### src/rtl/bpsk_demodulator.sv
// bpsk_demodulator: coherent BPSK receiver built around a Costas loop.
// A phase-accumulator NCO drives I (cosine) and Q (sine) indexes into an
// external cosine LUT with one clock of read latency. Both arms mix the
// delayed sample with the returned carrier, low-pass it, and feed a
// decision-directed phase detector whose PI loop filter steers the NCO.
// Hard bits are the registered sign of the I arm.
// Optional feature: define BPSK_DEMOD_LOCK_DETECT_EN to add the `locked`
// output and its consecutive-cycle lock counter.
module bpsk_demodulator #(
  parameter  int DATA_W    = 16,
  parameter  int LUT_N     = 4096,
  parameter  int ACC_FRAC  = 16,
  parameter  int LPF_SHIFT = 3,
  parameter  int KP_SHIFT  = 4,
  parameter  int KI_SHIFT  = 10,
  localparam int PHASE_W   = $clog2(LUT_N)
) (
  input  logic                      clk,
  input  logic                      rst,
  input  logic signed [DATA_W-1:0]  data_in,
  output logic                      data_out,
  output logic        [PHASE_W-1:0] nco_i_cosine_lu_angle_steps,
  output logic        [PHASE_W-1:0] nco_q_cosine_lu_angle_steps,
  input  logic signed [DATA_W-1:0]  nco_carrier_i,
  input  logic signed [DATA_W-1:0]  nco_carrier_q
`ifdef BPSK_DEMOD_LOCK_DETECT_EN
  ,
  output logic                      locked
`endif
);

  localparam int ACC_W = PHASE_W + ACC_FRAC;
  localparam int LPF_W = DATA_W + 2;

  // Nominal carrier is fclk/8: an eighth of the LUT per clock.
  localparam logic [ACC_W-1:0]   NOM_INC = ACC_W'(LUT_N / 8) << ACC_FRAC;
  // Sine is the cosine read a quarter period earlier.
  localparam logic [PHASE_W-1:0] QUARTER = PHASE_W'(LUT_N / 4);

  localparam logic signed [2*DATA_W-1:0] PROD_MAX = (2*DATA_W)'((1 << (DATA_W - 1)) - 1);
  localparam logic signed [DATA_W-1:0]   MIX_MAX  = {1'b0, {(DATA_W-1){1'b1}}};
  localparam logic signed [LPF_W-1:0]    ERR_MAX  = {3'b000, {(DATA_W-1){1'b1}}};
  localparam logic signed [LPF_W-1:0]    ERR_MIN  = {3'b111, {(DATA_W-1){1'b0}}};
  localparam logic signed [ACC_W:0]      INTEG_MAX = (ACC_W+1)'(1) << (ACC_W - 3);
  localparam logic signed [ACC_W:0]      INTEG_MIN = -INTEG_MAX;

  logic        [ACC_W-1:0]   acc_reg;
  logic        [ACC_W-1:0]   acc_next;
  logic        [PHASE_W-1:0] i_idx_reg;
  logic        [PHASE_W-1:0] q_idx_reg;
  logic        [PHASE_W-1:0] i_idx_next;
  logic signed [DATA_W-1:0]  data_d_reg;
  logic signed [LPF_W-1:0]   lpf_i;
  logic signed [LPF_W-1:0]   lpf_q;
  logic signed [LPF_W-1:0]   err_wide;
  logic signed [DATA_W-1:0]  err;
  logic signed [ACC_W-1:0]   err_ext;
  logic signed [ACC_W-1:0]   kp_term;
  logic signed [ACC_W-1:0]   ki_term;
  logic signed [ACC_W:0]     integ_sum;
  logic signed [ACC_W-1:0]   integ_reg;
  logic signed [ACC_W-1:0]   integ_next;
  logic signed [ACC_W-1:0]   ctrl;
  logic                      data_out_reg;

  // ---------------------------------------------------------------------
  // NCO: the wrap of the accumulator is the natural modulo of the carrier.
  // ---------------------------------------------------------------------
  assign acc_next   = acc_reg + NOM_INC + ctrl;
  assign i_idx_next = acc_next[ACC_W-1 -: PHASE_W];

  // Phase accumulator and registered LUT indexes.
  always_ff @(posedge clk or posedge rst) begin
    if (rst) begin
      acc_reg   <= '0;
      i_idx_reg <= '0;
      q_idx_reg <= '0;
    end else begin
      acc_reg   <= acc_next;
      i_idx_reg <= i_idx_next;
      q_idx_reg <= i_idx_next - QUARTER;
    end
  end

  assign nco_i_cosine_lu_angle_steps = i_idx_reg;
  assign nco_q_cosine_lu_angle_steps = q_idx_reg;

  // Delay the sample one clock so it meets the carrier read back from the LUT.
  always_ff @(posedge clk or posedge rst) begin
    if (rst) data_d_reg <= '0;
    else     data_d_reg <= data_in;
  end

  // ---------------------------------------------------------------------
  // Mixer + one-pole IIR per arm (arm 0 = I, arm 1 = Q).
  // ---------------------------------------------------------------------
  genvar gi;
  generate
    for (gi = 0; gi < 2; gi++) begin : g_arm
      logic signed [DATA_W-1:0]   carrier;
      logic signed [2*DATA_W-1:0] prod;
      logic signed [2*DATA_W-1:0] prod_shift;
      logic signed [DATA_W-1:0]   mix_next;
      logic signed [DATA_W-1:0]   mix_reg;
      logic signed [LPF_W-1:0]    mix_ext;
      logic signed [LPF_W-1:0]    diff;
      logic signed [LPF_W-1:0]    lpf_next;
      logic signed [LPF_W-1:0]    lpf_reg;

      assign carrier    = (gi == 0) ? nco_carrier_i : nco_carrier_q;
      assign prod       = data_d_reg * carrier;
      assign prod_shift = prod >>> (DATA_W - 1);
      // Only -1 x -1 lands above the Q1.15 range; pin it to +max.
      assign mix_next   = (prod_shift > PROD_MAX) ? MIX_MAX : prod_shift[DATA_W-1:0];

      assign mix_ext  = {{2{mix_reg[DATA_W-1]}}, mix_reg};
      assign diff     = mix_ext - lpf_reg;
      assign lpf_next = lpf_reg + (diff >>> LPF_SHIFT);

      // Register the mixer product and advance the arm low-pass filter.
      always_ff @(posedge clk or posedge rst) begin
        if (rst) begin
          mix_reg <= '0;
          lpf_reg <= '0;
        end else begin
          mix_reg <= mix_next;
          lpf_reg <= lpf_next;
        end
      end
    end
  endgenerate

  assign lpf_i = g_arm[0].lpf_reg;
  assign lpf_q = g_arm[1].lpf_reg;

  // ---------------------------------------------------------------------
  // Decision-directed phase detector and PI loop filter.
  // ---------------------------------------------------------------------
  always_comb begin
    err_wide = lpf_i[LPF_W-1] ? -lpf_q : lpf_q;
    if (err_wide > ERR_MAX)      err = ERR_MAX[DATA_W-1:0];
    else if (err_wide < ERR_MIN) err = ERR_MIN[DATA_W-1:0];
    else                         err = err_wide[DATA_W-1:0];
  end

  assign err_ext   = {{(ACC_W-DATA_W){err[DATA_W-1]}}, err};
  assign kp_term   = err_ext >>> KP_SHIFT;
  assign ki_term   = err_ext >>> KI_SHIFT;
  assign integ_sum = {integ_reg[ACC_W-1], integ_reg} + {ki_term[ACC_W-1], ki_term};
  assign ctrl      = kp_term + integ_reg;

  // Clamp the integrator so a lost signal cannot wind the NCO arbitrarily far.
  always_comb begin
    if (integ_sum > INTEG_MAX)      integ_next = INTEG_MAX[ACC_W-1:0];
    else if (integ_sum < INTEG_MIN) integ_next = INTEG_MIN[ACC_W-1:0];
    else                            integ_next = integ_sum[ACC_W-1:0];
  end

  // Loop integrator state.
  always_ff @(posedge clk or posedge rst) begin
    if (rst) integ_reg <= '0;
    else     integ_reg <= integ_next;
  end

  // Hard decision: 1 when the filtered I arm is non-negative.
  always_ff @(posedge clk or posedge rst) begin
    if (rst) data_out_reg <= 1'b0;
    else     data_out_reg <= ~lpf_i[LPF_W-1];
  end

  assign data_out = data_out_reg;

`ifdef BPSK_DEMOD_LOCK_DETECT_EN
  // ---------------------------------------------------------------------
  // Lock detect: I energy dominating Q by 2x for 64 straight cycles.
  // ---------------------------------------------------------------------
  logic signed [LPF_W-1:0] abs_i;
  logic signed [LPF_W-1:0] abs_q;
  logic                    lock_ok;
  logic        [5:0]       lock_cnt_reg;
  logic                    locked_reg;

  assign abs_i   = lpf_i[LPF_W-1] ? -lpf_i : lpf_i;
  assign abs_q   = lpf_q[LPF_W-1] ? -lpf_q : lpf_q;
  assign lock_ok = {1'b0, abs_i} > {abs_q, 1'b0};

  // Count consecutive qualifying cycles; any miss restarts the count.
  always_ff @(posedge clk or posedge rst) begin
    if (rst) begin
      lock_cnt_reg <= '0;
      locked_reg   <= 1'b0;
    end else if (!lock_ok) begin
      lock_cnt_reg <= '0;
      locked_reg   <= 1'b0;
    end else if (lock_cnt_reg == 6'd63) begin
      locked_reg   <= 1'b1;
    end else begin
      lock_cnt_reg <= lock_cnt_reg + 6'd1;
    end
  end

  assign locked = locked_reg;
`endif

endmodule

### config.mk
export PLATFORM = sky130hd
export DESIGN_NAME = bpsk_demodulator
export DESIGN_NICKNAME = d
export VERILOG_FILES = /design/src/rtl/bpsk_demodulator.sv
export SDC_FILE = /design/constraint.sdc
export NUM_CORES = 2
export LEC_CHECK = 0
export BUFFER_PORTS_ARGS = -buffer_cell sky130_fd_sc_hd__buf_2
export CELL_PAD_IN_SITES_DETAIL_PLACEMENT = 1
export CELL_PAD_IN_SITES_GLOBAL_PLACEMENT = 1
export CORE_MARGIN = 2
export CORE_UTILIZATION = 40
export DETAILED_ROUTE_END_ITERATION = 12
export GPL_TIMING_DRIVEN = 1
export PLACE_DENSITY = 0.63
export SLEW_MARGIN = 30
export SYNTH_ARGS = -nofsm -noshare
export SYNTH_HDL_FRONTEND = slang
export SYNTH_SLANG_ARGS = --single-unit
### constraint.sdc
create_clock -name clk -period 9.6 [get_ports clk]
set_clock_uncertainty 0.15 [all_clocks]
set_input_delay 1.44 -clock clk [delete_from_list [all_inputs] [get_ports clk]]
set_output_delay 1.44 -clock clk [all_outputs]
set_load 0.01 [all_outputs]
== Word-level counts from Yosys, hierarchy flattened ==
Cells that the tools add are included.

* Register bits after elaboration: 165
* Input port bits: 50
* Output and inout port bits: 25

* Add/subtract/negate cells: 10
* Multipliers: 2
* Order comparisons: 6
* Mux-type cells: 7
* Bitwise gates (word level): 1

{| class="wikitable"
|+ Operator list
! operator !! count
|-
| $mul A16 B16 Y32 || 2
|-
| $mux W16 || 4
|-
| $mux W28 || 2
|-
| $add A18 B15 Y18 || 2
|-
| $sub A16 B18 Y18 || 2
|-
| $gt A17 B16 Y1 const B || 2
|-
| $add A28 B6 Y29 || 1
|-
| $gt A29 B27 Y1 const B || 1
|-
| $lt A29 B26 Y1 const B || 1
|-
| $add A12 B28 Y28 || 1
|-
| $add A28 B26 Y28 const B || 1
|-
| $add A28 B28 Y28 || 1
|-
| $gt A18 B16 Y1 const B || 1
|-
| $lt A18 B16 Y1 const B || 1
|-
| $mux W18 || 1
|-
| $neg A18 Y18 || 1
|-
| $sub A12 B11 Y12 const B || 1
|-
| $not A1 Y1 || 1
|}

== Longest topological paths before layout ==
* Depth in word-level cells: 9
* Mapped depth: 26
* Depth with buffers taken out: 25

== Worst setup path after synthesis ==
No wires, ideal clock.

* Path type: input -> register
* Start point: in nco_carrier_q[1]
* End point: reg g_arm[1].mix_reg[2]
* Arrival time: 7.439 ns
* Required time: 9.332 ns
* Setup slack: 1.893 ns
* Cell stages on the path: 23
* Buffers on the path: 2
* Path through: clkbuf_1 > nand2_1 > fa_1 > fa_1 > fa_1 > inv_1 > fa_1 > fa_1 > inv_1 > fa_1 > inv_1 > ha_1 > a21o_1 > a21o_1 > a21o_1 > a22o_1 > a211oi_1 > nor4_1 > o311ai_0 > a211o_1 > clkbuf_1 > nand2_1 > a21o_1

* Longest elaborated chain between the ends: 3

{| class="wikitable"
|+ RTL lines
! what !! RTL line !! RTL
|-
| from (decl) || 25 || <nowiki>input logic signed [DATA_W-1:0] nco_carrier_q</nowiki>
|-
| $mul A16 B16 Y32 * || 111 || <nowiki>assign prod = data_d_reg * carrier;</nowiki>
|-
| $gt A17 B16 Y1 || 114 || <nowiki>assign mix_next = (prod_shift > PROD_MAX) ? MIX_MAX : prod_shift[DATA_W-1:0];</nowiki>
|-
| $mux W16 * || 114 ||
|-
| via g_arm[1].mix_next[2] || 103 || <nowiki>logic signed [DATA_W-1:0] mix_next;</nowiki>
|-
| to (signal assigned) || 126 || <nowiki>mix_reg <= mix_next;</nowiki>
|-
| to (decl) || 104 || <nowiki>logic signed [DATA_W-1:0] mix_reg;</nowiki>
|}

The timed path passes the listed nets; every way through them passes the cells marked *.

== Final worst setup path ==
* Start point: in nco_carrier_i[1]
* End point: reg g_arm[0].mix_reg[4]

* Longest elaborated chain between the ends: 3

{| class="wikitable"
|+ RTL lines
! what !! RTL line !! RTL
|-
| from (decl) || 24 || <nowiki>input logic signed [DATA_W-1:0] nco_carrier_i,</nowiki>
|-
| $mul A16 B16 Y32 * || 111 ||
|-
| $gt A17 B16 Y1 || 114 ||
|-
| $mux W16 * || 114 ||
|-
| via g_arm[0].mix_next[4] || 103 ||
|-
| to (signal assigned) || 126 ||
|-
| to (decl) || 104 ||
|}

Marked as above.

==> flow_summary.toml <==
[clocking]
htreeDepth = 4
clkLatencyLatePin_ns = 0.48
clk_pin_slew_ns = 0.06
cts_tree = "done"
cts_hold_buf = 0
post_cts_buffers = 0
clock-sinks = 143
clockBufferDepth = 2
cts_root_buf = "clkbuf_16"
cts_buffers = 17
cts_resized = 0

[placement]
dp_hpwl_um = 66800
place_congestion = 0.850
numPortBuffers = 74

[detailed_routing]
ant_nets = 0
avgRoutedWirePerCell_um = 18.9
drt_iter0_markers = 874
via_per_inst = 5.12
wirelength_um = 79100
route.detailed.drc = 0
firstDrtPassIters = 5
routed-via-count = 21500

[setup_path]
slowest_stage = "fa_1"
timing.critical_path.mode_cell = "fa_1"
worstPathCellList = "buf_2 > nand2_1 > inv_1 > fa_1 > inv_1 > fa_1 > fa_1 > inv_1 > fa_1 > fa_1 > inv_1 > fa_1 > inv_1 > ha_1 > a21o_1 > a21o_1 > a21oi_1 > o22ai_1 > a211oi_1 > o21ai_0 > a41oi_1 > xor2_2 > nor2_1 > a21o_1"
cp.required_ns = 9.81
r2r-start = "data_d_reg[6]"
critPathMaxStageDelay_ns = 0.57
cp.arrival_ns = 8.38
reg2reg_depth = 23
r2r-end = "g_arm[1].mix_reg[8]"
crit_type = "input port to register"
startpoint_type = "input port"
rrSetupSlack_ns = 1.51
crit_path_max_fanout = 16
worst_setup_path_end_kind = "register"

[hold_path]
worstHoldStart = "g_arm[0].lpf_reg[0]"
min_path_cells = 1
hp-class = "register to register"
holdPathEnd = "g_arm[0].lpf_reg[0]"

[sta]
setup_viol = 0
grt_setup_unrepaired = "false"
timing.final.crit_share = 0.851
slew_headroom = 0.377
max_freq_mhz = 122
slew_violations = 0
worstMarginPinSlew_ns = 0.934
hold_violations = 0
setup_tns_ns = 0
period_needed_ns = 8.17

[grt]
antenna_found_initial = 4
grt_pass1_wl_um = 132000
grt_overflow = 0
grt_usage = 0.216
grt_max_degree = 91
grt_pass1_vias = 25100

[synthesis]
syn_inst = 3207
netlist_area_um2 = 29800
synth.avg_cell_area_um2 = 9.31
ys_types = 71
synthFlopType = "dfrtp_1"
async_flop_share = 1.00
ys_ff_latch = 143
synth_warnings = 0
synth_fp_nets = 4114
yosysSeqAreaShare = 0.120
synth-edff-count = 0

[floorplan]
die_area_um2 = 76800
core_area_um2 = 74200
floorplan.initialDensity = 0.402
die_h_um = 277
ios = 75
die_w_um = 277
placementRows = 100

[finish]
nets = 4116
final_common_cell = "inv_1"
syn_to_final_growth_pct = 6.31
final_cell_mix = "698 x inv_1, 553 x fa_1, 304 x ha_1"
drive_above_1_share = 0.0503
largest_register_ffs = 36
fillers = 8533

[run]
drv_cap = 0

[outcome]
status = "complete, no violations"
cell usage after synthesis (16+ instances only):
master      n  share of area
a21o_1     45          0.011
a21oi_1   100          0.017
and2_1    253          0.053
buf_4      22         0.0055
clkbuf_1   90          0.011
dfrtp_1   143           0.12
fa_1      553           0.37
ha_1      304           0.13
inv_1     699          0.088
nand2_1   284          0.036
nand2b_1   21         0.0044
nand3_1    31         0.0052
nor2_1    112          0.014
nor2b_1    21         0.0044
nor3_1     32         0.0054
o21a_1     35         0.0088
o21ai_0    82          0.014
o21bai_1   16         0.0040
xnor2_1   119          0.035
xor2_1     46          0.013
how the worst max path moves through the flow:
stage,from,to,slack (ns),cells past startpoint
detailed placement,nco_carrier_i[1],g_arm[0].mix_reg[10],0.76,23
global placement,nco_carrier_i[1],g_arm[0].mix_reg[4],1.06,24
global route,data_d_reg[6],g_arm[1].mix_reg[10],0.78,23
finish,nco_carrier_i[1],g_arm[0].mix_reg[4],1.43,24
floorplan,nco_carrier_q[1],g_arm[1].mix_reg[2],1.89,23
CTS,nco_carrier_i[1],g_arm[0].mix_reg[10],1.27,23
logic make-up (layout without fill, tap and decap cells):
group | count (synthesis) | count (layout) | share of synthesized area
flops | 143 | 143 | 0.120
mux | 1 | 1 | 0.000335
simple gates | 832 | 832 | 0.140
compound gates | 395 | 395 | 0.0876
xor+xnor | 165 | 165 | 0.0484
fa+ha+maj | 857 | 857 | 0.498
buf+inv | 814 | 829 | 0.105
other cells | 0 | 1 | 0
worst max-delay path, delay by kind of cell:
family,cells,cell delay (ns)
AOI/OAI and AO/OA,8,2.03
adders and majority gates,7,3.38
xor gates and xnor gates,1,0.51
and+or+nand+nor,2,0.23
buffers and inverters,6,0.75
cell type report:
class                           count  area (um^2)  area share
Antenna cell                        1         2.50   0.0000789
Clock buffer                       19          443      0.0140
Clock inverter                     13          150     0.00473
Inverter                          699         2630      0.0829
Multi-Input combinational cell   2250        23200       0.730
Sequential cell                   143         3580       0.113
Tap cell                          969         1210      0.0382
Timing Repair Buffer               98          551      0.0173
metrics by stage:
| stage | worst slack, ns | cells | hold WS, ns | utilization | instance area, um^2 |
|---|---|---|---|---|---|
| finish | 1.43 | 4192 | 0.355 | 0.428 | 31700 |
| global route | 0.780 | 4192 | 0.416 | 0.428 | 31700 |
| CTS | 1.27 | 4191 | 0.362 | 0.428 | 31700 |
| floorplan | 1.89 | 3207 | 0.330 | - | 29800 |
| detailed placement | 0.761 | 4159 | 0.349 | 0.420 | 31100 |
| global placement | 1.06 | 4159 | 0.345 | 0.419 | 31100 |
per-layer routing:
layer / vias to the layer above / wire length (um) / global-route usage
li1: 9885 / - / -
met1: 11200 / 36600 / 0.290
met2: 254 / 39000 / 0.372
met3: 76 / 2140 / 0.0255
met4: 2 / 1360 / 0.0500
met5: - / 16 / 0
Power is left out: the tool's default activity adds up to more than one toggle a clock period on the data nets, which glitch-free logic cannot reach.
